===== config.mk =====
export PLATFORM = sky130hd
export DESIGN_NAME = gpr_wb_sched_flat
export DESIGN_NICKNAME = d
export VERILOG_FILES = /design/src/rtl/gpr_wb_if.sv /design/src/rtl/gpr_wb_sched.sv /design/src/flat_wrapper.sv
export SDC_FILE = /design/constraint.sdc
export NUM_CORES = 1
export LEC_CHECK = 0
export CAP_MARGIN = 10
export CORE_ASPECT_RATIO = 0.75
export CORE_MARGIN = 10
export CORE_UTILIZATION = 45
export CTS_BUF_LIST = sky130_fd_sc_hd__clkbuf_8
export DETAILED_ROUTE_END_ITERATION = 8
export GPL_TIMING_DRIVEN = 0
export PLACE_DENSITY = 0.95
export SYNTH_ARGS = -nofsm -noshare
export SYNTH_HDL_FRONTEND = slang
export SYNTH_SLANG_ARGS = --single-unit

===== constraint.sdc =====
create_clock -name clk -period 3.2 [get_ports clk]
set_input_delay 0.64 -clock clk [delete_from_list [all_inputs] [get_ports clk]]
set_output_delay 0.64 -clock clk [all_outputs]
set_load 0.03 [all_outputs]

===== src/rtl/gpr_wb_if.sv =====
// Writeback bus between the execute/memory stages, the scheduler and the register file.
// Valid/ready: a transfer happens on a rising edge where valid && ready; ready is combinational
// from the valids and the scheduler state, never high without its valid, and a requester holds
// dest/data stable while valid is high and ready is low.
interface gpr_wb_if #(
  parameter int DATA_W = 16,
  parameter int ADDR_W = 3
);
  logic                     alu_valid;
  logic                     alu_ready;
  logic [ADDR_W-1:0]        alu_dest;
  logic [DATA_W-1:0]        alu_data;
  logic                     mem_valid;
  logic                     mem_ready;
  logic [ADDR_W-1:0]        mem_dest;
  logic [DATA_W-1:0]        mem_data;
  logic                     issue_en;
  logic [ADDR_W-1:0]        issue_dest;
  logic [(1<<ADDR_W)-1:0]   busy;
  logic                     write_en;
  logic [ADDR_W-1:0]        write_dest;
  logic [DATA_W-1:0]        write_data;
  logic                     sched_state;

  modport master (
    output alu_valid, alu_dest, alu_data, mem_valid, mem_dest, mem_data, issue_en, issue_dest,
    input  alu_ready, mem_ready, busy, write_en, write_dest, write_data, sched_state
  );

  modport slave (
    input  alu_valid, alu_dest, alu_data, mem_valid, mem_dest, mem_data, issue_en, issue_dest,
    output alu_ready, mem_ready, busy, write_en, write_dest, write_data, sched_state
  );
endinterface


===== src/rtl/gpr_wb_sched.sv =====
// Single-write-port writeback arbiter (ALU vs. load) with anti-starvation for the ALU
// and a per-register outstanding-load scoreboard.
module gpr_wb_sched #(
  parameter int DATA_W   = 16,
  parameter int ADDR_W   = 3,
  parameter int MAX_WAIT = 4
) (
  input logic     clk,
  input logic     rst,
  gpr_wb_if.slave bus
);
  localparam int NREG = 1 << ADDR_W;
  localparam logic [3:0] MAX_W = 4'(MAX_WAIT);

  typedef enum logic {PRIO_MEM, FORCE_ALU} state_t;

  state_t            state, state_next;
  logic [3:0]        wait_cnt, wait_next;
  logic              alu_win, alu_xfer, mem_xfer;
  logic [NREG-1:0]   busy_q, busy_next;
  logic              wr_en_q;
  logic [ADDR_W-1:0] wr_dest_q;
  logic [DATA_W-1:0] wr_data_q;

  always_ff @(posedge clk) begin
    if (rst) begin
      state    <= PRIO_MEM;
      wait_cnt <= '0;
    end else begin
      state    <= state_next;
      wait_cnt <= wait_next;
    end
  end

  always_comb begin
    alu_win    = 1'b0;
    state_next = state;
    wait_next  = '0;
    if (!rst) begin
      if (state == FORCE_ALU) alu_win = bus.alu_valid;
      else                    alu_win = bus.alu_valid && !bus.mem_valid;
    end
    alu_xfer = alu_win;
    mem_xfer = !rst && bus.mem_valid && !alu_win;

    // Count consecutive refused ALU cycles, saturating at the threshold.
    if (bus.alu_valid && !alu_xfer)
      wait_next = (wait_cnt == MAX_W) ? wait_cnt : wait_cnt + 4'd1;

    case (state)
      PRIO_MEM:  if (wait_next == MAX_W) state_next = FORCE_ALU;
      FORCE_ALU: if (alu_xfer || !bus.alu_valid) state_next = PRIO_MEM;
      default:   state_next = PRIO_MEM;
    endcase
  end

  // A newer issue to the same register wins over the clearing load writeback.
  always_comb begin
    busy_next = busy_q;
    if (mem_xfer) busy_next[bus.mem_dest] = 1'b0;
    if (bus.issue_en && bus.issue_dest != '0) busy_next[bus.issue_dest] = 1'b1;
    busy_next[0] = 1'b0;
  end

  always_ff @(posedge clk) begin
    if (rst) begin
      busy_q    <= '0;
      wr_en_q   <= 1'b0;
      wr_dest_q <= '0;
      wr_data_q <= '0;
    end else begin
      busy_q  <= busy_next;
      wr_en_q <= 1'b0;
      if (alu_xfer && bus.alu_dest != '0) begin
        wr_en_q   <= 1'b1;
        wr_dest_q <= bus.alu_dest;
        wr_data_q <= bus.alu_data;
      end else if (mem_xfer && bus.mem_dest != '0) begin
        wr_en_q   <= 1'b1;
        wr_dest_q <= bus.mem_dest;
        wr_data_q <= bus.mem_data;
      end
    end
  end

  assign bus.alu_ready   = alu_xfer;
  assign bus.mem_ready   = mem_xfer;
  assign bus.busy        = busy_q;
  assign bus.write_en    = wr_en_q;
  assign bus.write_dest  = wr_dest_q;
  assign bus.write_data  = wr_data_q;
  assign bus.sched_state = (state == FORCE_ALU);
endmodule


===== src/flat_wrapper.sv =====
// flat-port wrapper written by rule: the top's interface ports become plain ports
module gpr_wb_sched_flat 
#(
  parameter int DATA_W   = 16,
  parameter int ADDR_W   = 3,
  parameter int MAX_WAIT = 4
)
  (clk, rst, bus_alu_valid, bus_alu_dest, bus_alu_data, bus_mem_valid, bus_mem_dest, bus_mem_data, bus_issue_en, bus_issue_dest, bus_alu_ready, bus_mem_ready, bus_busy, bus_write_en, bus_write_dest, bus_write_data, bus_sched_state);
  gpr_wb_if #(.DATA_W(DATA_W), .ADDR_W(ADDR_W)) bus_i ();
  input logic clk;
  input logic rst;
  input wire logic [$bits(bus_i.alu_valid)-1:0] bus_alu_valid;
  input wire logic [$bits(bus_i.alu_dest)-1:0] bus_alu_dest;
  input wire logic [$bits(bus_i.alu_data)-1:0] bus_alu_data;
  input wire logic [$bits(bus_i.mem_valid)-1:0] bus_mem_valid;
  input wire logic [$bits(bus_i.mem_dest)-1:0] bus_mem_dest;
  input wire logic [$bits(bus_i.mem_data)-1:0] bus_mem_data;
  input wire logic [$bits(bus_i.issue_en)-1:0] bus_issue_en;
  input wire logic [$bits(bus_i.issue_dest)-1:0] bus_issue_dest;
  output wire logic [$bits(bus_i.alu_ready)-1:0] bus_alu_ready;
  output wire logic [$bits(bus_i.mem_ready)-1:0] bus_mem_ready;
  output wire logic [$bits(bus_i.busy)-1:0] bus_busy;
  output wire logic [$bits(bus_i.write_en)-1:0] bus_write_en;
  output wire logic [$bits(bus_i.write_dest)-1:0] bus_write_dest;
  output wire logic [$bits(bus_i.write_data)-1:0] bus_write_data;
  output wire logic [$bits(bus_i.sched_state)-1:0] bus_sched_state;
  assign bus_i.alu_valid = bus_alu_valid;
  assign bus_i.alu_dest = bus_alu_dest;
  assign bus_i.alu_data = bus_alu_data;
  assign bus_i.mem_valid = bus_mem_valid;
  assign bus_i.mem_dest = bus_mem_dest;
  assign bus_i.mem_data = bus_mem_data;
  assign bus_i.issue_en = bus_issue_en;
  assign bus_i.issue_dest = bus_issue_dest;
  assign bus_alu_ready = bus_i.alu_ready;
  assign bus_mem_ready = bus_i.mem_ready;
  assign bus_busy = bus_i.busy;
  assign bus_write_en = bus_i.write_en;
  assign bus_write_dest = bus_i.write_dest;
  assign bus_write_data = bus_i.write_data;
  assign bus_sched_state = bus_i.sched_state;
  gpr_wb_sched #(.DATA_W(DATA_W), .ADDR_W(ADDR_W), .MAX_WAIT(MAX_WAIT)) u_core (.clk(clk), .rst(rst), .bus(bus_i));
endmodule

# == Word-level counts from Yosys, hierarchy flattened ==
# Cells that the tools add are included.
# classes
muxes,19
n_reduce_logical,18
n_addsub,1
n_eq_ne,2
order_cmp,4
bitwise,4
# op_table
op,n
two-way mux 16 bit,2
two-way mux 8 bit,2
logical AND 1 bit,9
nonzero test 3 bit,3
AND 8 bit,1
== test 4 x 3 -> 1 bit (second input constant),2
less-than comparator 3 x 4 -> 1 bit (second input constant),2
two-way mux 1 bit,8
two-way mux 4 bit,2
NOT 8 bit,1
bitwise OR 8 bit,1
demux 1 bit (select 3 bit),2
greater-or-equal comparator 3 x 1 -> 1 bit (second input constant),2
two-way mux 3 bit,2
adder 4 x 1 -> 4 bit (second input constant),1
zero test 1 bit,4
one-hot mux 1 bit (2 select lines),1
nonzero test 2 bit,1
logical OR 1 bit,1
NOT 1 bit,1
# word_totals
reg_bits,33
word_cells,55
inputBits,46

# == Depth between registers and ports, before layout ==
# Gate-level depths: netlist of the first run.
# logic_depth
word_depth,10
mapped_depth,7
depth_no_buf,6

# == Worst setup path after synthesis of the first run ==
# OpenSTA, ideal clock, no wires.
# synth_path
kind,input to register
from,input port bus_alu_dest[1]
to,"register u_core.wr_data_q[0], in the netlist u_core.bus.write_data[0]"
cell_stages,7
setup_slack_ns,1.125
arrival_ns,1.986
path_buffers,3
cell_sequence,or3_1 and3_1 buf_6 or2_1 buf_6 buf_6 a311oi_2
# synth_via
elab_chain_len,3
word_cells_on_any_way,4
cone_classes,mux (1); reduce/logical (3)
# synth_lines
element,line,source
from (decl),flat_wrapper.sv:13,input wire logic [$bits(bus_i.alu_dest)-1:0] bus_alu_dest;
nonzero test 3 bit (*),gpr_wb_sched.sv:74,if (alu_xfer && bus.alu_dest != '0) begin
logical AND 1 bit (*),gpr_wb_sched.sv:74,
two-way mux 16 bit / nonzero test 2 bit (equally long branches),--,
to (signal assigned),gpr_wb_sched.sv:77,wr_data_q <= bus.alu_data;
to (signal assigned),gpr_wb_sched.sv:81,wr_data_q <= bus.mem_data;
to (decl),gpr_wb_sched.sv:23,logic [DATA_W-1:0] wr_data_q;
# Every way passes the cells marked *; elsewhere a longest branch is shown, timed or not.
# A chain may end at the register's enable or synchronous reset.

# == Worst setup path in the final report of the first run ==
# layout_path
from,input port bus_alu_valid
to,output port bus_alu_ready
# layout_via
elab_chain_len,3
# layout_lines
element,line,source
from (decl),flat_wrapper.sv:12,input wire logic [$bits(bus_i.alu_valid)-1:0] bus_alu_valid;
logical AND 1 bit,gpr_wb_sched.sv:41,else alu_win = bus.alu_valid && !bus.mem_valid;
two-way mux 1 bit (*),gpr_wb_sched.sv:40,if (state == FORCE_ALU) alu_win = bus.alu_valid;
two-way mux 1 bit (*),gpr_wb_sched.sv:39,if (!rst) begin
to (decl),flat_wrapper.sv:20,output wire logic [$bits(bus_i.alu_ready)-1:0] bus_alu_ready;
# Marked as above.

==> impl_metrics.toml, run 1 <==
[sta]
clock_skew_ns = 0.00474
rsz0062_at_grt = "no"
relSlewSlack_pct = 56.2
drv_slew = 0
period_minus_slack_ns = 2.89
fin_setup_tns_ns = 0
setup_viol = 0
worst_pin_slew_ns = 0.657
fin_crit_sh_pct = 90.4
fmax_mhz = 346
worst_slack_ns = 0.307
hold_violations = 0

[synth]
syn_nets = 240
ys_seq_area_share_pct = 40.4
ys_ff_latch = 32
synth_top_flop_cell = "dfxtp_1"
yosysWarnings = 0
syn_area_um2 = 1580
avgSynthCellArea_um2 = 8.25
synth_edf_count = 0
syn_inst = 192
synth_cell_types = 31
async_flop_share_pct = 0

[global_routing]
overflow = 0
grt_pass1_vias = 1655
antenna_found_initial = 0
grt_use_total_pct = 14.9
grt_pass1_wl_um = 7620
grt_max_degree = 11

[final_layout]
area_growth_pct = 56.2
layout_common_cells = "75 x clkdlybuf4s50_1, 36 x nand2_1, 32 x dfxtp_1"
num-nets-final = 322
fillCellCount = 255
antenna_cells = 0
post-route-util_pct = 74.2
drive_gt1_share_pct = 8.00
final_common_cell = "clkdlybuf4s50_1"

[drt]
postRouteAntennaNets = 0
routed_wl_um = 4800
routedWlPerCell_um = 15.2
drc_errors = 0
drt_iter0_markers = 42
via_count = 1692
viasPerCell = 5.37
first_pass_iters = 4

[clock_tree]
clockBufferDepth = 2
cts.repair.resized = 0
cts_inserted_buffers = 5
htreeDepth = 2
clock_latency_ns = 0.28
cts_setup_buffers = 0
cts_hold_buf = 0
root_buffer = "clkbuf_8"
path_clk_slew_ns = 0.07
cts_tree = "built"
cts_sinks = 32

[die]
initial_utilization_pct = 47.5
io_pins = 77
rows = 18
die_x_um = 88.5
die_area_um2 = 6320
core-area_um2 = 3330
die_y_um = 71.4

[worst_setup_path]
critPathTopFamily = "buffers and inverters"
critPathMaxStageDelay_ns = 0.69
rr_startpoint = "u_core.bus.sched_state$_SDFF_PP0_"
critPathLaunch = "bus_alu_valid"
cpMaxStageDelayCell = "clkdlybuf4s50_1"
path_buf_inv = 2
crit_type = "primary input to primary output"
cp.arrival_ns = 2.25
critPathCaptureType = "primary output"
cp_max_fo = 4
crit_chain = "clkdlybuf4s50_1 -> nor2b_1 -> and2_1 -> clkdlybuf4s50_1"
worstPathRequired_ns = 2.56
start_kind = "primary input"
crit_top_cell = "clkdlybuf4s50_1"

[place]
numPortBuffers = 75
hpwl_um = 3840
pre_cts_slack_ns = 0.290
gp_congestion = 0.869

[power]
cellPowerDensity_nw_per_um2 = 414
ir_worst_vdd_mv = 0.298
power.leakage_nw = 0.892

[hold_path]
min_from = "u_core.bus.busy[6]$_SDFF_PP0_"
hp-class = "register to register"

[run_status]
status = "complete, no violations"

[flow_run]
cap_violations = 0
[where the power goes]
| group | internal [mW] | total [mW] | switching [mW] |
|---|---|---|---|
| clock network | 0.169 | 0.310 | 0.141 |
| logic | 0.135 | 0.276 | 0.141 |
| registers | 0.424 | 0.438 | 0.0134 |
[layer usage]
layer	wire length (µm)	vias up	GRT usage, %
li1	-	855	-
met1	2040	778	16.7
met2	2330	55	26.3
met3	412	4	5.99
met4	22	0	2.68
met5	0	-	0
[metrics by stage]
stage | instances | hold slack, ns | power (mW) | instance area [µm²]
3_3_place_gp | 307 | 0.464 | 0.718 | 2380
4_1_cts | 315 | 0.480 | 1.03 | 2470
6_report | 315 | 0.483 | 1.02 | 2470
5_1_grt | 315 | 0.517 | 1.08 | 2470
3_5_place_dp | 307 | 0.471 | 0.723 | 2380
2_1_floorplan | 192 | 0.496 | 0.589 | 1580
[sequential cells by signal, indices dropped and copies added (netlist names)]
register and count:
u_core.bus.busy 7, u_core.bus.write_data 16, u_core.wait_cnt 4, u_core.bus.write_dest 3, u_core.bus.write_en 1, u_core.bus.sched_state 1
[Yosys cell counts (5+ instances only)]
cell      number  share of area [%]
nand2b_1       5                2.0
clkbuf_1       8                1.9
a21oi_1       10                3.2
nor2b_1        6                2.4
nor2_1        11                2.6
nand2_1       36                8.5
dfxtp_1       32                 40
o21ai_0       10                3.2
a311oi_2       9                8.5
a311oi_1       7                3.9
nor3_1        20                6.3
nand3_1        8                2.5
[final timing paths]
kind / endpoint / slack [ns] / cells past startpoint
max: bus_alu_ready / 0.31 / 4
max reg2reg: u_core.bus.write_data[2]$_SDFFE_PP0P_ / 1.31 / 5
min reg2reg: u_core.bus.busy[6]$_SDFF_PP0_ / 0.48 / 2
min: u_core.bus.busy[6]$_SDFF_PP0_ / 0.48 / 2
[final cells by class]
cell class | instances | area (µm²) | share of cell area (%)
Multi-Input combinational cell | 145 | 861 | 34.8
Timing Repair Buffer | 75 | 751 | 30.3
Inverter | 3 | 11.3 | 0.455
Sequential cell | 32 | 641 | 25.9
Buffer | 12 | 71.3 | 2.88
Clock inverter | 2 | 7.51 | 0.303
Clock buffer | 6 | 82.6 | 3.34
Tap cell | 40 | 50.0 | 2.02
[worst register-to-register path, cell delays in order (launching register included)]
cell and delay [ns]:
dfxtp_1 0.33, and2_1 0.20, nor3_2 0.51, clkbuf_1 0.42, nor3_1 0.11, a311oi_2 0.24
[cells by family after synthesis]
family,Yosys count,synth area share (%)
compound gates,43,22.4
xor+xnor,1,0.553
fa+ha+maj,2,1.58
buf+inv,15,5.21
flops,32,40.4
other cells,1,0.237
simple gates,98,29.5
No activity file was read; power rests on OpenSTA's default activity.
==> inputs of run 2 (changes only) <==
--- a/config.mk
+++ b/config.mk
@@ -16,3 +16,4 @@
 export SYNTH_ARGS = -nofsm -noshare
 export SYNTH_HDL_FRONTEND = slang
 export SYNTH_SLANG_ARGS = --single-unit
+export TNS_END_PERCENT = 5
==> results of run 2 <==
Same layout as run 1: the final DEF is identical, and so are final timing and power.
